$ cat config.mk
export PLATFORM = sky130hd
export DESIGN_NAME = imem_loader_flat
export DESIGN_NICKNAME = d
export VERILOG_FILES = /design/src/rtl/imem_loader_pkg.sv /design/src/rtl/imem_loader_if.sv /design/src/rtl/imem_loader_byte_pair_assembler.sv /design/src/rtl/imem_loader.sv /design/src/flat_wrapper.sv
export SDC_FILE = /design/constraint.sdc
export NUM_CORES = 1
export LEC_CHECK = 0
export ABC_AREA = 1
export CAP_MARGIN = 20
export CORE_MARGIN = 2
export CORE_UTILIZATION = 34
export DETAILED_ROUTE_END_ITERATION = 7
export DONT_BUFFER_PORTS = 1
export PLACE_DENSITY = 0.52
export SYNTH_ARGS = -nofsm -noshare
export SYNTH_HDL_FRONTEND = slang
export SYNTH_HIERARCHICAL = 1
export SYNTH_SLANG_ARGS = --single-unit
$ cat constraint.sdc
create_clock -name clock -period 2.3 [get_ports clock]
set_clock_uncertainty 0.05 [all_clocks]
set_input_delay 0.23 -clock clock [delete_from_list [all_inputs] [get_ports clock]]
set_output_delay 0.23 -clock clock [all_outputs]
set_load 0.05 [all_outputs]
$ cat src/rtl/imem_loader_pkg.sv
// imem_loader_pkg: shared states and constants for the instruction-memory boot loader.
package imem_loader_pkg;
    localparam int HDR_BYTES     = 2;
    localparam int MAX_WORDS_DEF = 256;
    typedef enum logic [2:0] {
        S_IDLE,
        S_LEN_HI,
        S_LEN_LO,
        S_DATA_HI,
        S_DATA_LO,
        S_DONE,
        S_ERROR
`ifdef IMEM_LOADER_CHECKSUM_EN
        , S_CHECK
`endif
    } state_e;
endpackage

$ cat src/rtl/imem_loader_if.sv
// imem_loader_if: byte-stream input and instruction-memory write port of the loader.
interface imem_loader_if #(parameter int ADDR_W = 16);
    logic              in_valid;
    logic [7:0]        in_data;
    logic              in_ready;
    logic              imem_we;
    logic [ADDR_W-1:0] imem_addr;
    logic [15:0]       imem_wdata;
    modport master (output in_valid, in_data, input in_ready, imem_we, imem_addr, imem_wdata);
    modport slave  (input in_valid, in_data, output in_ready, imem_we, imem_addr, imem_wdata);
endinterface

$ cat src/rtl/imem_loader_byte_pair_assembler.sv
// byte_pair_assembler: holds the high byte and emits a registered {hi, lo} word with a one-cycle valid pulse.
module byte_pair_assembler (
    input  logic        clock,
    input  logic        reset,
    input  logic        clr_i,
    input  logic        hi_we_i,
    input  logic        lo_we_i,
    input  logic [7:0]  data_i,
    output logic        valid_o,
    output logic [15:0] word_o
);
    logic [7:0]  hi_q;
    logic [15:0] word_q;
    logic        valid_q;
    always_ff @(posedge clock) begin
        if (reset || clr_i) begin
            hi_q    <= '0;
            word_q  <= '0;
            valid_q <= 1'b0;
        end else begin
            if (hi_we_i) hi_q <= data_i;
            if (lo_we_i) word_q <= {hi_q, data_i};
            valid_q <= lo_we_i;
        end
    end
    assign valid_o = valid_q;
    assign word_o  = word_q;
endmodule

$ cat src/rtl/imem_loader.sv
// imem_loader: boot-time writer of 16-bit big-endian words into instruction memory; holds the CPU until done.
// Define IMEM_LOADER_CHECKSUM_EN to require a trailing XOR byte over all data bytes.
module imem_loader
    import imem_loader_pkg::*;
#(
    parameter int MAX_WORDS = MAX_WORDS_DEF,
    parameter int ADDR_W    = 16
) (
    input  logic         clock,
    input  logic         reset,
    input  logic         start_i,
    imem_loader_if.slave bus,
    output logic         cpu_hold_o,
    output logic         done_o,
    output logic         error_o,
    output logic [15:0]  word_count_o
);
`ifdef IMEM_LOADER_CHECKSUM_EN
    localparam state_e FIN = S_CHECK;
    logic [7:0] csum_q, csum_d;
`else
    localparam state_e FIN = S_DONE;
`endif
    state_e                 state_q, state_d;
    logic [7:0]             len_hi_q, len_hi_d;
    logic [8*HDR_BYTES-1:0] len_q, len_d;
    logic [15:0]            cnt_q, cnt_d;
    logic [ADDR_W-1:0]      addr_q, addr_d;
    logic                   rdy_q, done_q, err_q, hold_q;
    logic                   xfer, restart, hi_we, lo_we, last;
    logic [15:0]            n;
    always_comb begin
        xfer     = bus.in_valid && rdy_q;
        n        = {len_hi_q, bus.in_data};
        last     = (cnt_q + 16'd1) == len_q;
        restart  = start_i && (state_q inside {S_IDLE, S_DONE, S_ERROR});
        hi_we    = xfer && state_q == S_DATA_HI;
        lo_we    = xfer && state_q == S_DATA_LO;
        state_d  = state_q;
        len_hi_d = len_hi_q;
        len_d    = len_q;
        cnt_d    = cnt_q;
        addr_d   = addr_q;
        case (state_q)
            S_IDLE, S_DONE, S_ERROR: if (start_i) state_d = S_LEN_HI;
            S_LEN_HI: if (xfer) begin
                len_hi_d = bus.in_data;
                state_d  = S_LEN_LO;
            end
            S_LEN_LO: if (xfer) begin
                len_d   = n;
                state_d = n == '0 ? FIN : 17'(n) > 17'(MAX_WORDS) ? S_ERROR : S_DATA_HI;
            end
            S_DATA_HI: if (xfer) state_d = S_DATA_LO;
            S_DATA_LO: if (xfer) begin
                addr_d  = ADDR_W'({cnt_q, 1'b0});
                cnt_d   = cnt_q + 16'd1;
                state_d = last ? FIN : S_DATA_HI;
            end
`ifdef IMEM_LOADER_CHECKSUM_EN
            S_CHECK: if (xfer) state_d = bus.in_data == csum_q ? S_DONE : S_ERROR;
`endif
            default: state_d = S_IDLE;
        endcase
        if (restart) begin
            cnt_d  = '0;
            addr_d = '0;
        end
`ifdef IMEM_LOADER_CHECKSUM_EN
        csum_d = restart ? 8'h00 : (hi_we || lo_we) ? csum_q ^ bus.in_data : csum_q;
`endif
    end
    // done waits one cycle in DONE so the final write strobe lands before the CPU is released
    always_ff @(posedge clock) begin
        if (reset) begin
            state_q  <= S_IDLE;
            len_hi_q <= '0;
            len_q    <= '0;
            cnt_q    <= '0;
            addr_q   <= '0;
            rdy_q    <= 1'b0;
            done_q   <= 1'b0;
            err_q    <= 1'b0;
            hold_q   <= 1'b1;
`ifdef IMEM_LOADER_CHECKSUM_EN
            csum_q   <= '0;
`endif
        end else begin
            state_q  <= state_d;
            len_hi_q <= len_hi_d;
            len_q    <= len_d;
            cnt_q    <= cnt_d;
            addr_q   <= addr_d;
            rdy_q    <= !(state_d inside {S_IDLE, S_DONE, S_ERROR});
            done_q   <= state_q == S_DONE && state_d == S_DONE;
            hold_q   <= !(state_q == S_DONE && state_d == S_DONE);
            err_q    <= state_d == S_ERROR;
`ifdef IMEM_LOADER_CHECKSUM_EN
            csum_q   <= csum_d;
`endif
        end
    end
    byte_pair_assembler u_asm (
        .clock   (clock),
        .reset   (reset),
        .clr_i   (restart),
        .hi_we_i (hi_we),
        .lo_we_i (lo_we),
        .data_i  (bus.in_data),
        .valid_o (bus.imem_we),
        .word_o  (bus.imem_wdata)
    );
    assign bus.in_ready  = rdy_q;
    assign bus.imem_addr = addr_q;
    assign cpu_hold_o    = hold_q;
    assign done_o        = done_q;
    assign error_o       = err_q;
    assign word_count_o  = cnt_q;
endmodule

$ cat src/flat_wrapper.sv
// flat-port wrapper written by rule: the top's interface ports become plain ports
module imem_loader_flat import imem_loader_pkg::*;
#(
    parameter int MAX_WORDS = MAX_WORDS_DEF,
    parameter int ADDR_W    = 16
)
  (clock, reset, start_i, cpu_hold_o, done_o, error_o, word_count_o, bus_in_valid, bus_in_data, bus_in_ready, bus_imem_we, bus_imem_addr, bus_imem_wdata);
  imem_loader_if #(.ADDR_W(ADDR_W)) bus_i ();
  input  logic clock;
  input  logic reset;
  input  logic start_i;
  output logic cpu_hold_o;
  output logic done_o;
  output logic error_o;
  output logic [15:0] word_count_o;
  input wire logic [$bits(bus_i.in_valid)-1:0] bus_in_valid;
  input wire logic [$bits(bus_i.in_data)-1:0] bus_in_data;
  output wire logic [$bits(bus_i.in_ready)-1:0] bus_in_ready;
  output wire logic [$bits(bus_i.imem_we)-1:0] bus_imem_we;
  output wire logic [$bits(bus_i.imem_addr)-1:0] bus_imem_addr;
  output wire logic [$bits(bus_i.imem_wdata)-1:0] bus_imem_wdata;
  assign bus_i.in_valid = bus_in_valid;
  assign bus_i.in_data = bus_in_data;
  assign bus_in_ready = bus_i.in_ready;
  assign bus_imem_we = bus_i.imem_we;
  assign bus_imem_addr = bus_i.imem_addr;
  assign bus_imem_wdata = bus_i.imem_wdata;
  imem_loader #(.MAX_WORDS(MAX_WORDS), .ADDR_W(ADDR_W)) u_core (.clock(clock), .reset(reset), .start_i(start_i), .bus(bus_i), .cpu_hold_o(cpu_hold_o), .done_o(done_o), .error_o(error_o), .word_count_o(word_count_o));
endmodule
==> results.toml <==
[clock_tree]
cts_tree = "built"
cts_sinks = 87
tritoncts.num_buffers = 9
clock_latency_ps = 350
clk_pin_slew_ps = 70
clk_path_buf_depth = 2
root_buffer = "clkbuf_16"
h-tree-depth = 3

[sta]
finalMaxSlewViolations = 0
tightest_slew_ps = 653
fin_crit_sh_pct = 91.3
max_freq_mhz = 476
setup_violations = 0
finalHoldViolCount = 0
fin_crit_ps = 2100
slew_headroom_pct = 56.4
rsz0062_at_grt = "false"
fin_tns_setup_ps = 0

[floorplanning]
die_w_um = 114
core_area_um2 = 11900
floorplan.initialDensity_pct = 34.5
die-area_um2 = 13000
pin_count = 65
die_h_um = 114
rows = 40

[detailed_routing]
wl_per_cell_um = 13.6
via_count = 3761
drt_iter0_drc = 177
drc = 0
dr.pass1.iters = 5
route.antenna.remaining_nets = 0
vias_per_cell = 4.86
drt-total-wl_um = 10500

[power_and_ir_drop]
peakVddDrop_uv = 335
power_density_nw_per_um2 = 665
report.power.total_mw = 3.18
p_leak_nw = 1.89

[setup_path]
crit_path_top_delay_cell = "dfxtp_4"
setup.worst_path.start = "u_core/word_count_o[2]"
worstPathCellList = "nand2_2, nor2_4, nand3b_1, nand2_1, nand3b_1, nand2_2, nand2_1, nor2_1, nand3_2, nand2_2, nand2_2, nor2_2, nand2_2, nor2_2, nand2_1"
r2r_start = "u_core/word_count_o[2]"
crit_required_ps = 2460
startpoint_type = "flip-flop"
slowest_delay_ps = 390
crit_top_cell = "nand2_2"
cp_max_fo = 7
cpLargestDelayFamily = "simple AND/OR/NAND/NOR gates"
critPathCaptureType = "flip-flop"
path_buf_inv = 0
worstSetupPathType = "reg2reg"
cp.arrival_ps = 2260

[yosys]
ys_ff_latch = 87
synth-main-ff-cell = "dfxtp_1"
synth_edf_count = 0
syn_area_per_cell_um2 = 6.80
ys_async_sr_fraction_pct = 0
yosys.area.top_type = "dfxtp_1"
ys_warn_count = 6
yosysUniqueCellTypes = 37
ys_top_cells_by_count = "nand2_1 (170), nor2_1 (105), dfxtp_1 (87)"
yosys-top-cells-area = "dfxtp_1 (42%), nand2_1 (16%), nor2_1 (9.6%), a21oi_1 (5.1%), inv_1 (4.9%)"
yosysMostFrequentCell = "nand2_1"
synth-seq-area-share_pct = 42.4
synth_area_um2 = 4110
synth_top_cell_area_share_pct = 42.4
netlist_instances = 604
synthesis.nets = 617

[placed_design]
dp.cells = 751
io_buffer_count = 0
dpl.hpwl_um = 7690
gp_congestion = 0.872

[worst_hold_path]
min-delay-start = "bus_in_data[4]"
hold_path.class = "in2reg"

[global_routing]
grt_max_degree = 70
track_usage_pct = 16.8
grt_pass1_wl_um = 17100
antenna_found_initial = 0
grt-ovfl-total = 0
grt_pass1_vias = 3479

[final_layout]
layout.nets = 635
drive_gt1_share_pct = 13.4
final_cells = 774
area_growth_pct = 16.5
diodes = 0

[run]
maxCapViolations = 0

[outcome]
outcome = "completed"
[worst reg2reg max path, cell delays in order (launching register included)]
cell and delay (ps):
dfxtp_4 390, nand2_2 80, nor2_4 230, nand3b_1 160
nand2_1 110, nand3b_1 100, nand2_2 90, nand2_1 60
nor2_1 120, nand3_2 110, nand2_2 100, nand2_2 60
nor2_2 100, nand2_2 70, nor2_2 80, nand2_1 50
[state kept, by name, summed over array words and instances (netlist names), 3 cells and up]
register and flops:
u_core/len_q 16, u_core/len_hi_q 8, u_core/u_asm/word_o 16, u_core/state_q 3, u_core/word_count_o 16, u_core/bus.imem_addr 15, u_core/u_asm/hi_q 8
[cell type report]
type                    instances  area [um^2]
fillers                      1271         7130
multi-input cells             438         2080
flip-flops and latches         87         1760
repair buffers                 30          265
clock buffers                   9          225
inverters                      56          210
well taps                     147          184
clock inverters                 7         57.6
[cell usage in the layout (no fill, tap or decap), types with 2 or more instances in the layout]
| master | count |
|---|---|
| a21oi_1 | 42 |
| a31oi_1 | 2 |
| and2_1 | 2 |
| buf_12 | 2 |
| buf_4 | 22 |
| clkbuf_16 | 9 |
| clkinv_1 | 2 |
| clkinv_4 | 2 |
| clkinvlp_4 | 2 |
| dfxtp_1 | 77 |
| dfxtp_2 | 8 |
| dfxtp_4 | 2 |
| dlygate4sd3_1 | 6 |
| inv_1 | 54 |
| nand2_1 | 169 |
| nand2_2 | 10 |
| nand3_1 | 25 |
| nand3b_1 | 7 |
| nand4_1 | 4 |
| nor2_1 | 103 |
| nor2_2 | 8 |
| nor2_4 | 8 |
| nor4_1 | 3 |
| o211ai_1 | 2 |
| o21ai_0 | 34 |
| xor2_1 | 3 |
| xor3_1 | 2 |
[through the flow]
stage / hold WS [ps] / setup WS [ps] / area (um^2) / util [%]
after floorplan: 249 / 71.7 / 4110 / -
after global placement: 256 / 60.4 / 4360 / 36.6
after detailed placement: 254 / 20.9 / 4360 / 36.6
after CTS: 3.71 / 33.8 / 4710 / 39.5
after global routing: 8.94 / 1.93 / 4780 / 40.1
final: 11.3 / 199 / 4780 / 40.1
[where the power goes]
group / leakage [nW] / internal, mW / total (mW) / switching, mW
clock: 0.134 / 0.745 / 1.40 / 0.651
sequential: 0.707 / 1.52 / 1.54 / 0.0155
combinational: 1.05 / 0.0835 / 0.243 / 0.159
total: 1.89 / 2.35 / 3.18 / 0.825
[path summary, 6_finish.rpt]
check,end,slack [ps],cells past startpoint
max,u_core/cpu_hold_o,200,15
min,u_core/len_hi_q[4],10,2
max reg2reg,u_core/cpu_hold_o,200,15
min reg2reg,u_core/u_asm/hi_q[6],430,2
[layer usage]
layer	track usage (%)	up-vias	part of all wire, %
li1	-	1944	-
met1	22.0	1700	48
met2	25.9	97	43
met3	5.58	20	6.8
met4	6.02	0	1.9
met5	0	-	0
[cells by family (layout without fill, tap and decap cells)]
group,count (synthesis),in the layout,synth area share (%)
and+or+nand+nor,346,346,36.1
DFF,87,87,42.4
AOI/OAI and AO/OA,85,85,10.9
buffers and inverters,79,102,8.41
xor gates and xnor gates,5,5,1.80
adders and majority gates,1,1,0.305
other,1,1,0.0913
[what timing repair did]
action                                  in CTS  in global routing
endpoints found under the setup margin       1                  4
gates resized for setup                      1                 19
buffers inserted                             0                  1
hold buffers                                 6                  0
pin swaps                                    1                  4
hold endpoints to repair                    13                  0
No activity file was read; power rests on OpenSTA's default activity.
